`src/rtl/aff_filt_pkg.sv`:
```
// Shared widths, negative-tap masks, stage payloads and clip helper for the 8-tap affine filter.
package aff_filt_pkg;

    localparam int unsigned PW    = 14;
    localparam int unsigned SW    = 8;
    localparam int unsigned AW    = 18;
    localparam int unsigned SHIFT = 6;
    localparam int unsigned NTAP  = 8;

    // Row f holds the negative-tap mask for fractional position f; bit t set means tap t is negated.
    localparam logic [15:0][7:0] TAP_NEG = {
        8'hA4, 8'hA4, 8'hA4, 8'hA4, 8'hA4, 8'hA4, 8'hA4,
        8'hA5,
        8'h25, 8'h25, 8'h25, 8'h25, 8'h25, 8'h25, 8'h25,
        8'h00
    };

    localparam logic signed [AW-1:0] PIX_MAX = AW'((1 << (SW - 1)) - 1);
    localparam logic signed [AW-1:0] PIX_MIN = ~PIX_MAX;

    typedef struct packed {
        logic                  frac0;
        logic [SW-1:0]         ctr;
        logic [3:0][AW-1:0]    sum;
    } s1_t;

    typedef struct packed {
        logic                  frac0;
        logic [SW-1:0]         ctr;
        logic [1:0][AW-1:0]    sum;
    } s2_t;

    function automatic logic [SW-1:0] clip_pix(input logic signed [AW-1:0] r);
        if (r > PIX_MAX) begin
            return SW'(PIX_MAX);
        end
        if (r < PIX_MIN) begin
            return SW'(PIX_MIN);
        end
        return SW'(r);
    endfunction

    function automatic logic is_clip(input logic signed [AW-1:0] r);
        return (r > PIX_MAX) || (r < PIX_MIN);
    endfunction

endpackage

```
`src/rtl/aff_round_clip.sv`:
```
// Round, arithmetic shift and clip of the accumulated sum down to one signed sample.
// Exposes the clipped flag only when AFF_SAT_CNT_EN is defined.
module aff_round_clip
    import aff_filt_pkg::*;
(
    input  logic [AW-1:0] sum_i,
    output logic [SW-1:0] pix_c
`ifdef AFF_SAT_CNT_EN
    ,
    output logic          clip_c
`endif
);

    logic signed [AW-1:0] rnd_c;
    logic signed [AW-1:0] r_c;

    always_comb begin
        rnd_c = $signed(sum_i) + $signed(AW'(1 << (SHIFT - 1)));
        r_c   = rnd_c >>> SHIFT;
        pix_c = clip_pix(r_c);
    end

`ifdef AFF_SAT_CNT_EN
    assign clip_c = is_clip(r_c);
`endif

endmodule

```
`src/rtl/aff8_tap_accum.sv`:
```
// Signed 8-tap product accumulator: sign, 3-stage adder tree, round/shift/clip, frac=0 bypass.
// Optional clipped-result counter on sat_cnt_o when AFF_SAT_CNT_EN is defined.
module aff8_tap_accum
    import aff_filt_pkg::*;
(
    input  logic                clk,
    input  logic                rst,
    input  logic                in_valid,
    output logic                in_ready,
    input  logic [3:0]          frac_i,
    input  logic [8*PW-1:0]     prod_i,
    input  logic [SW-1:0]       ctr_i,
    output logic                out_valid,
    input  logic                out_ready,
    output logic [SW-1:0]       pix_o,
    output logic                frac0_o
`ifdef AFF_SAT_CNT_EN
    ,
    output logic [15:0]         sat_cnt_o
`endif
);

    logic                      adv;
    logic                      v1_q, v1_d, v2_q, v2_d, v3_q, v3_d;
    s1_t                       s1_q, s1_d, s1_new;
    s2_t                       s2_q, s2_d;
    logic [SW-1:0]             pix_q, pix_d;
    logic                      frac0_q, frac0_d;
    logic [NTAP-1:0][AW-1:0]   term;
    logic [AW-1:0]             sum3;
    logic [SW-1:0]             rc_pix;

    // S1 input side: per-tap sign from the mask row, then pairwise sums.
    always_comb begin
        term = '0;
        for (int t = 0; t < NTAP; t++) begin
            term[t] = AW'($signed(prod_i[t*PW +: PW]));
            if (TAP_NEG[frac_i][t]) begin
                term[t] = -term[t];
            end
        end
        s1_new.frac0 = (frac_i == 4'd0);
        s1_new.ctr   = ctr_i;
        for (int k = 0; k < 4; k++) begin
            s1_new.sum[k] = term[2*k] + term[2*k+1];
        end
    end

    assign sum3 = s2_q.sum[0] + s2_q.sum[1];

`ifdef AFF_SAT_CNT_EN
    logic        rc_clip;
    logic        clip3_q, clip3_d;
    logic [15:0] sat_cnt_q, sat_cnt_d;

    aff_round_clip u_round_clip (
        .sum_i  (sum3),
        .pix_c  (rc_pix),
        .clip_c (rc_clip)
    );
`else
    aff_round_clip u_round_clip (
        .sum_i  (sum3),
        .pix_c  (rc_pix)
    );
`endif

    // Whole pipe shifts together whenever the output slot is empty or being retired.
    always_comb begin
        adv     = ~v3_q | out_ready;
        v1_d    = v1_q;
        s1_d    = s1_q;
        v2_d    = v2_q;
        s2_d    = s2_q;
        v3_d    = v3_q;
        pix_d   = pix_q;
        frac0_d = frac0_q;
        if (adv) begin
            v1_d        = in_valid;
            s1_d        = s1_new;
            v2_d        = v1_q;
            s2_d.frac0  = s1_q.frac0;
            s2_d.ctr    = s1_q.ctr;
            s2_d.sum[0] = s1_q.sum[0] + s1_q.sum[1];
            s2_d.sum[1] = s1_q.sum[2] + s1_q.sum[3];
            v3_d        = v2_q;
            pix_d       = s2_q.frac0 ? s2_q.ctr : rc_pix;
            frac0_d     = s2_q.frac0;
        end
    end

    always_ff @(posedge clk) begin
        if (rst) begin
            v1_q    <= 1'b0;
            v2_q    <= 1'b0;
            v3_q    <= 1'b0;
            s1_q    <= '0;
            s2_q    <= '0;
            pix_q   <= '0;
            frac0_q <= 1'b0;
        end else begin
            v1_q    <= v1_d;
            v2_q    <= v2_d;
            v3_q    <= v3_d;
            s1_q    <= s1_d;
            s2_q    <= s2_d;
            pix_q   <= pix_d;
            frac0_q <= frac0_d;
        end
    end

`ifdef AFF_SAT_CNT_EN
    // Count clipped filter results as they retire; bypass results never count.
    always_comb begin
        clip3_d   = clip3_q;
        sat_cnt_d = sat_cnt_q;
        if (adv) begin
            clip3_d = rc_clip & ~s2_q.frac0;
        end
        if (v3_q && out_ready && clip3_q && (sat_cnt_q != 16'hFFFF)) begin
            sat_cnt_d = sat_cnt_q + 16'd1;
        end
    end

    always_ff @(posedge clk) begin
        if (rst) begin
            clip3_q   <= 1'b0;
            sat_cnt_q <= '0;
        end else begin
            clip3_q   <= clip3_d;
            sat_cnt_q <= sat_cnt_d;
        end
    end

    assign sat_cnt_o = sat_cnt_q;
`endif

    assign in_ready  = adv;
    assign out_valid = v3_q;
    assign pix_o     = pix_q;
    assign frac0_o   = frac0_q;

endmodule
```
`config.mk`:
```
export PLATFORM = sky130hd
export DESIGN_NAME = aff8_tap_accum
export DESIGN_NICKNAME = d
export VERILOG_FILES = /design/src/rtl/aff_filt_pkg.sv /design/src/rtl/aff_round_clip.sv /design/src/rtl/aff8_tap_accum.sv
export SDC_FILE = /design/constraint.sdc
export NUM_CORES = 1
export LEC_CHECK = 0
export ABC_AREA = 1
export CAP_MARGIN = 20
export CORE_AREA = 5 5 159 161
export CTS_CLUSTER_DIAMETER = 120
export DETAILED_ROUTE_END_ITERATION = 10
export DIE_AREA = 0 0 164 166
export PLACE_DENSITY = 0.81
export SYNTH_ARGS = -nofsm -noshare
export SYNTH_HDL_FRONTEND = slang
export SYNTH_SLANG_ARGS = --single-unit
```
`constraint.sdc`:
```
create_clock -name clk -period 3.9 [get_ports clk]
set_clock_uncertainty 0.2 [all_clocks]
set_input_delay 0.975 -clock clk [delete_from_list [all_inputs] [get_ports clk]]
set_output_delay 0.975 -clock clk [all_outputs]
set_load 0.05 [all_outputs]
```
-- Word-level counts from Yosys, hierarchy flattened
Memory sizes are Yosys's and may differ from the RTL's.
Cells that the tools add are included.
- add/sub/neg operators: 16
- $lt $le $gt $ge: 3
- muxes and demuxes: 17
- bitwise gates (word level): 2
- reduce and logical (&&, ||, !) cells: 1
- operators with widths (operator ; count):
    $mux W18 ; 8
    $neg A18 Y18 ; 8
    $add A18 B18 Y18 ; 7
    $mux W8 ; 6
    $add A18 B7 Y18 const B ; 1
    $gt A12 B8 Y1 const B ; 1
    $lt A12 B8 Y1 const B ; 1
    $lt A4 B5 Y1 const B ; 1
    $logic_not A4 Y1 ; 1
    $mux W1 ; 3
    $not A1 Y1 ; 1
    $or A1 B1 Y1 ; 1
- register bits after elaboration: 138
- bits in read-only memories: 128
- memories kept: 1
- memories (memory ; words ; bits a word ; read ports ; clocked after memory_dff ; wr ports ; line ; RTL):
    (name not given) ; 16 ; 8 ; 1 ; 0 ; 0 ; aff8_tap_accum.sv:38 ; if (TAP_NEG[frac_i][t]) begin

-- Longest topological paths before layout
- depth after elaboration: 8
- depth in mapped cells: 21

-- Modules after synthesis
A second synthesis with hierarchy kept.
- cell total of the unflattened synthesis: 2167
- area total of the unflattened synthesis: 13464.2 um^2
- by module, submodules not included (module ; instances ; cells an instance ; area an instance (um^2) ; seq. area each (um^2)):
    aff8_tap_accum ; 1 ; 2090 ; 13065.0 ; 2762.6
    aff_round_clip ; 1 ; 77 ; 399.1 ; 0.0

-- Worst setup path before layout
OpenSTA, ideal clock, no wires.
- kind: input-to-reg
- from: in frac_i[3]
- to: reg s1_q[52] (netlist bit)
- data arrival time: 3617 ps
- data required time: 3584 ps
- setup slack: -34 ps
- stages on the path: 19
- path buffers: 2
- path through: clkinv_1 > ha_1 > inv_1 > clkbuf_1 > clkbuf_1 > o21ai_0 > fa_1 > nand2_1 > nand2_1 > o21ai_1 > inv_1 > a21oi_1 > inv_1 > nand3_1 > nand2_1 > a21oi_1 > o21ai_1 > o211ai_1 > inv_1
- word-level cells in the longest chain between the ends: 4
- elaborated cells on any way between the ends: 5
- those cells by class: add/sub: 1; mux: 3; memory: 1
- RTL lines (element ; line ; RTL):
    from (decl) ; aff8_tap_accum.sv:10 ; input logic [3:0] frac_i,
    $mem_v2 Z16 W8 * ; - ;
    $mux W8 * ; - ;
    $mux W18 ; aff8_tap_accum.sv:38 ;
    $add A18 B18 Y18 * ; aff8_tap_accum.sv:45 ; s1_new.sum[k] = term[2*k] + term[2*k+1];
    to (signal assigned) ; aff8_tap_accum.sv:97 ; s1_q <= '0;
    to (signal assigned) ; aff8_tap_accum.sv:105 ; s1_q <= s1_d;
    to (decl) ; aff8_tap_accum.sv:25 ; s1_t s1_q, s1_d, s1_new;
Mark *: on every way between the ends. The rest lies on a longest branch, timed or not. The select of a mux whose other input is x is not followed.
A chain may end at the register's enable or synchronous reset.

-- Worst setup path after layout
- from: in prod_i[28]
- to: reg s1_q[35] (netlist bit)
- word-level cells in the longest chain between the ends: 3
- RTL lines (element ; line ; RTL):
    from (decl) ; aff8_tap_accum.sv:11 ; input logic [8*PW-1:0] prod_i,
    $neg A18 Y18 ; aff8_tap_accum.sv:39 ; term[t] = -term[t];
    $mux W18 * ; aff8_tap_accum.sv:38 ;
    $add A18 B18 Y18 * ; aff8_tap_accum.sv:45 ;
Mark *: on every way between the ends. The rest lies on a longest branch, timed or not.

==> tab_implementation.tex <==
\begin{tabular}{lr}
\hline
Metric & Value \\
\hline
\multicolumn{2}{l}{\textbf{Final layout}} \\
Share of cells above drive strength 1 & 0.148 \\
Share of the core filled with cells & 0.689 \\
Antenna fix cells & 0 \\
Layout Area Growth over Synthesis & 32.3\% \\
Count of nets after finishing & between 2000 and 2500 \\
\multicolumn{2}{l}{\textbf{Logic synthesis}} \\
Area share of the largest cell type after synthesis & 0.223 \\
Largest area contributor in the synthesized netlist & sky130\_fd\_sc\_hd\_\_dfxtp\_1 \\
Synthesized area per cell & roughly 6.7 um\^{}2 \\
Top FF cell, synth & sky130\_fd\_sc\_hd\_\_dfxtp\_1 \\
Count of synthesis-stage warnings from yosys & 0 \\
Post-synth EDFFs & 0 \\
Fraction of synthesis flops using an asynchronous set or reset pin & 0 \\
Sequential cell area fraction in the yosys report & 0.223 \\
Most area-consuming cells after synthesis & sky130\_fd\_sc\_hd\_\_dfxtp\_1, sky130\_fd\_sc\_hd\_\_ha\_1, sky130\_fd\_sc\_hd\_\_nand2\_1 \\
Post-synthesis register bit count & roughly 140 \\
Summed instance area of the synthesized netlist & 0.0124 mm\^{}2 \\
Synth Instances & 1863 \\
Synth unique cells & 46 \\
Cell types with the highest counts after synthesis & sky130\_fd\_sc\_hd\_\_nand2\_1, sky130\_fd\_sc\_hd\_\_inv\_1, sky130\_fd\_sc\_hd\_\_a21oi\_1 \\
Post-Syn Nets & 2135 \\
Most numerous cell in the Yosys netlist & sky130\_fd\_sc\_hd\_\_nand2\_1 \\
\multicolumn{2}{l}{\textbf{Worst hold path}} \\
Worst hold path class & reg -> reg \\
Hold Crit Start & v2\_q\$\_SDFFE\_PP0P\_ \\
\multicolumn{2}{l}{\textbf{Clock network}} \\
Clk buf depth & 2 \\
Clock tree from TritonCTS & yes \\
Number of hold-repair buffers added at the cts stage & 0 \\
H-Tree Depth & 4 \\
Number of buffers created by CTS & 17 \\
Clock input transition at the sequential cells of the worst setup and hold paths & 60 ps \\
Clock root cell & sky130\_fd\_sc\_hd\_\_clkbuf\_16 \\
Clk Latency, worst-skew pair & $\sim$430 ps \\
Number of sinks on the clock net & roughly 140 \\
\multicolumn{2}{l}{\textbf{Place}} \\
Final weighted congestion in routability-driven placement & $\sim$0.96 \\
Setup WS pre-CTS & -678 ps \\
DPL Wire Length & 27000 um \\
Count of buffers inserted at the top-level ports & 138 \\
\multicolumn{2}{l}{\textbf{Drt}} \\
DR vias/cell & 5.33 \\
Length of the first detailed-routing pass in iterations & 5 \\
Number of DRC markers after the initial detailed-route iteration & 959 \\
Post-route antenna net violation count & 0 \\
Routed Wire Length & 34500 um \\
Post-route DRC violation count & 0 \\
Routed wirelength normalized by instance count & 13.7 um \\
Via count & approximately 13000 \\
\multicolumn{2}{l}{\textbf{Worst setup path}} \\
Worst Setup SP & prod\_i[28] \\
Critical path data arrival time & $\sim$3800 ps \\
Number of buffers and inverters on the critical path & 6 \\
Family with the most delay on the worst path & simple AND/OR/NAND/NOR gates \\
Largest stage delay, worst path & between 400 and 500 ps \\
CP Data Required Time & about 4000 ps \\
Cells traversed along the worst timing path & clkdlybuf4s50\_1 -> inv\_1 -> ha\_2 -> nand4\_1 -> o41ai\_4 -> o21ai\_1 -> xor2\_1 -> ha\_1 -> nand2\_1 -> nor2\_2 -> buf\_4 -> nand2\_1 -> inv\_1 -> nand3\_1 -> nand3\_2 -> inv\_1 -> nand2\_1 -> nand3\_1 -> nand2\_1 -> inv\_1 \\
Crit path capture type & flop \\
Critical-path top delay cell & sky130\_fd\_sc\_hd\_\_clkdlybuf4s50\_1 \\
Worst setup path category & in -> reg \\
Origin of the critical flop-to-flop path & s2\_q[11]\$\_SDFFE\_PP0P\_ \\
Startpoint types & primary input \\
Crit Path Max Fanout & 5 \\
\multicolumn{2}{l}{\textbf{Timing}} \\
Min Clock Period, post-route & about 3700 ps \\
Least-Margin Pin Slew & about 560 ps \\
Final Hold Violating Endpoints & 0 \\
Final Max Tran Viols & 0 \\
Final TNS setup & 0 ps \\
Unrepaired setup endpoints after global routing & true \\
Final period util & 0.948 \\
Final setup vio count & 0 \\
Worst Setup Slack, final & between 200 and 250 ps \\
Worst slew margin relative to its limit & 0.627 \\
Maximum frequency from static timing analysis & 270 MHz \\
\multicolumn{2}{l}{\textbf{Flow run}} \\
Max-cap check violation count & 0 \\
\multicolumn{2}{l}{\textbf{GRT}} \\
Global-route wire length before repair & $\sim$57000 um \\
Via count of the first global-routing pass & 12600 \\
Total global-route track usage & 0.246 \\
Overflow left after global routing & 0 \\
Largest net degree at the start of global routing & 127 \\
Initial antenna violation count & 0 \\
\multicolumn{2}{l}{\textbf{Die}} \\
Row cnt & 57 \\
Initial core utilization & 0.520 \\
Boundary Pins & 139 \\
Die span in y & about 170 um \\
Die area & between 0.02 and 0.03 mm\^{}2 \\
Area of the placeable core & between 0.02 and 0.025 mm\^{}2 \\
Die outline width & between 150 and 200 um \\
\multicolumn{2}{l}{\textbf{Status}} \\
Result of the run & finished clean \\
\multicolumn{2}{l}{\textbf{Pwr}} \\
Maximum ir drop on the vdd rail & around 0.00036 V \\
Tot Pwr & just under 7000 uW \\
Power Density & $\sim$420 mW/mm\^{}2 \\
Static leakage & a little under 0.009 uW \\
\hline
\end{tabular}
repair_timing:
action | in CTS | in global routing
gates resized for setup | 10 | 58
setup buffers | 1 | 4
endpoints found under the setup margin | 21 | 36
pin swaps | 1 | 15
flip-flops by register name (all words and copies together), names as in the netlist:
signal / flops
frac0_o: 1
out_valid: 1
pix_o: 8
s1_q: 81
s2_q: 45
v1_q: 1
v2_q: 1
logic make-up (layout without fill, tap and decap cells):
family	Yosys count	in the layout	share of synthesized area
flops	138	138	0.223
fa+ha+maj	144	144	0.149
compound gates	488	488	0.229
xor+xnor	101	101	0.0713
simple gates	667	667	0.228
buf+inv	325	654	0.100
stage by stage:
stage	area [um^2]	hold slack [ps]	instances
finish	16400	266	2516
global route	16400	301	2516
CTS	16200	276	2512
detailed placement	15500	267	2479
global placement	15500	252	2479
floorplan	12400	230	1863
cell usage in the layout, fill, tap and decap left out, drive strengths merged, types with 4 or more instances in the layout:
cell and instances:
o31ai 10, o21a 4, nor4 4, dlymetal6s2s 5, buf 208, nor2 171, nand2 334, clkbuf 19
a21oi 175, inv 278, ha 138, o21bai 45, xor2 60, a21o 13, xnor2 41, clkdlybuf4s50 131
nand3 108, fa 6, a31oi 11, clkinv 6, nor3 21, o221ai 10, and3 4, o21ai 166
nand4 11, dfxtp 138, or2 7, nand3b 6, o211ai 46
layout make-up:
cell class	count	area, um^2
Clock buffer	19	443
Clock inverter	13	166
Fill cell	1961	7420
Inverter	277	1040
Multi-Input combinational cell	1400	8590
Sequential cell	138	2760
Tap cell	324	405
Timing Repair Buffer	345	2990
path summary, 6_finish.rpt:
check / cells after the start / to / slack (ps)
max: 20 / s1_q[35]$_SDFFE_PP0P_ / 200
min: 2 / v2_q$_SDFFE_PP0P_ / 270
min reg2reg: 2 / v2_q$_SDFFE_PP0P_ / 270
max reg2reg: 16 / pix_o[1]$_SDFFE_PP0P_ / 1230
routing by layer:
layer,vias up,global-route usage,share of wire
met1,6115,0.338,0.46
met3,56,0.0395,0.061
met4,0,0.0598,0.019
met2,366,0.405,0.46
met5,-,0,0
li1,6876,-,-
where the power goes:
group	switching (uW)	total, uW	internal (uW)
clock network	640	1670	1030
registers	191	1880	1690
logic	1910	3370	1450
tightest hold or removal path, delay by kind of cell, from the launching register on:
family	cells	cell delay, ps
flip-flops	1	300
AO/OA/AOI/OAI	1	60
buffers and inverters	1	70
No activity file was read; power rests on OpenSTA's default activity.
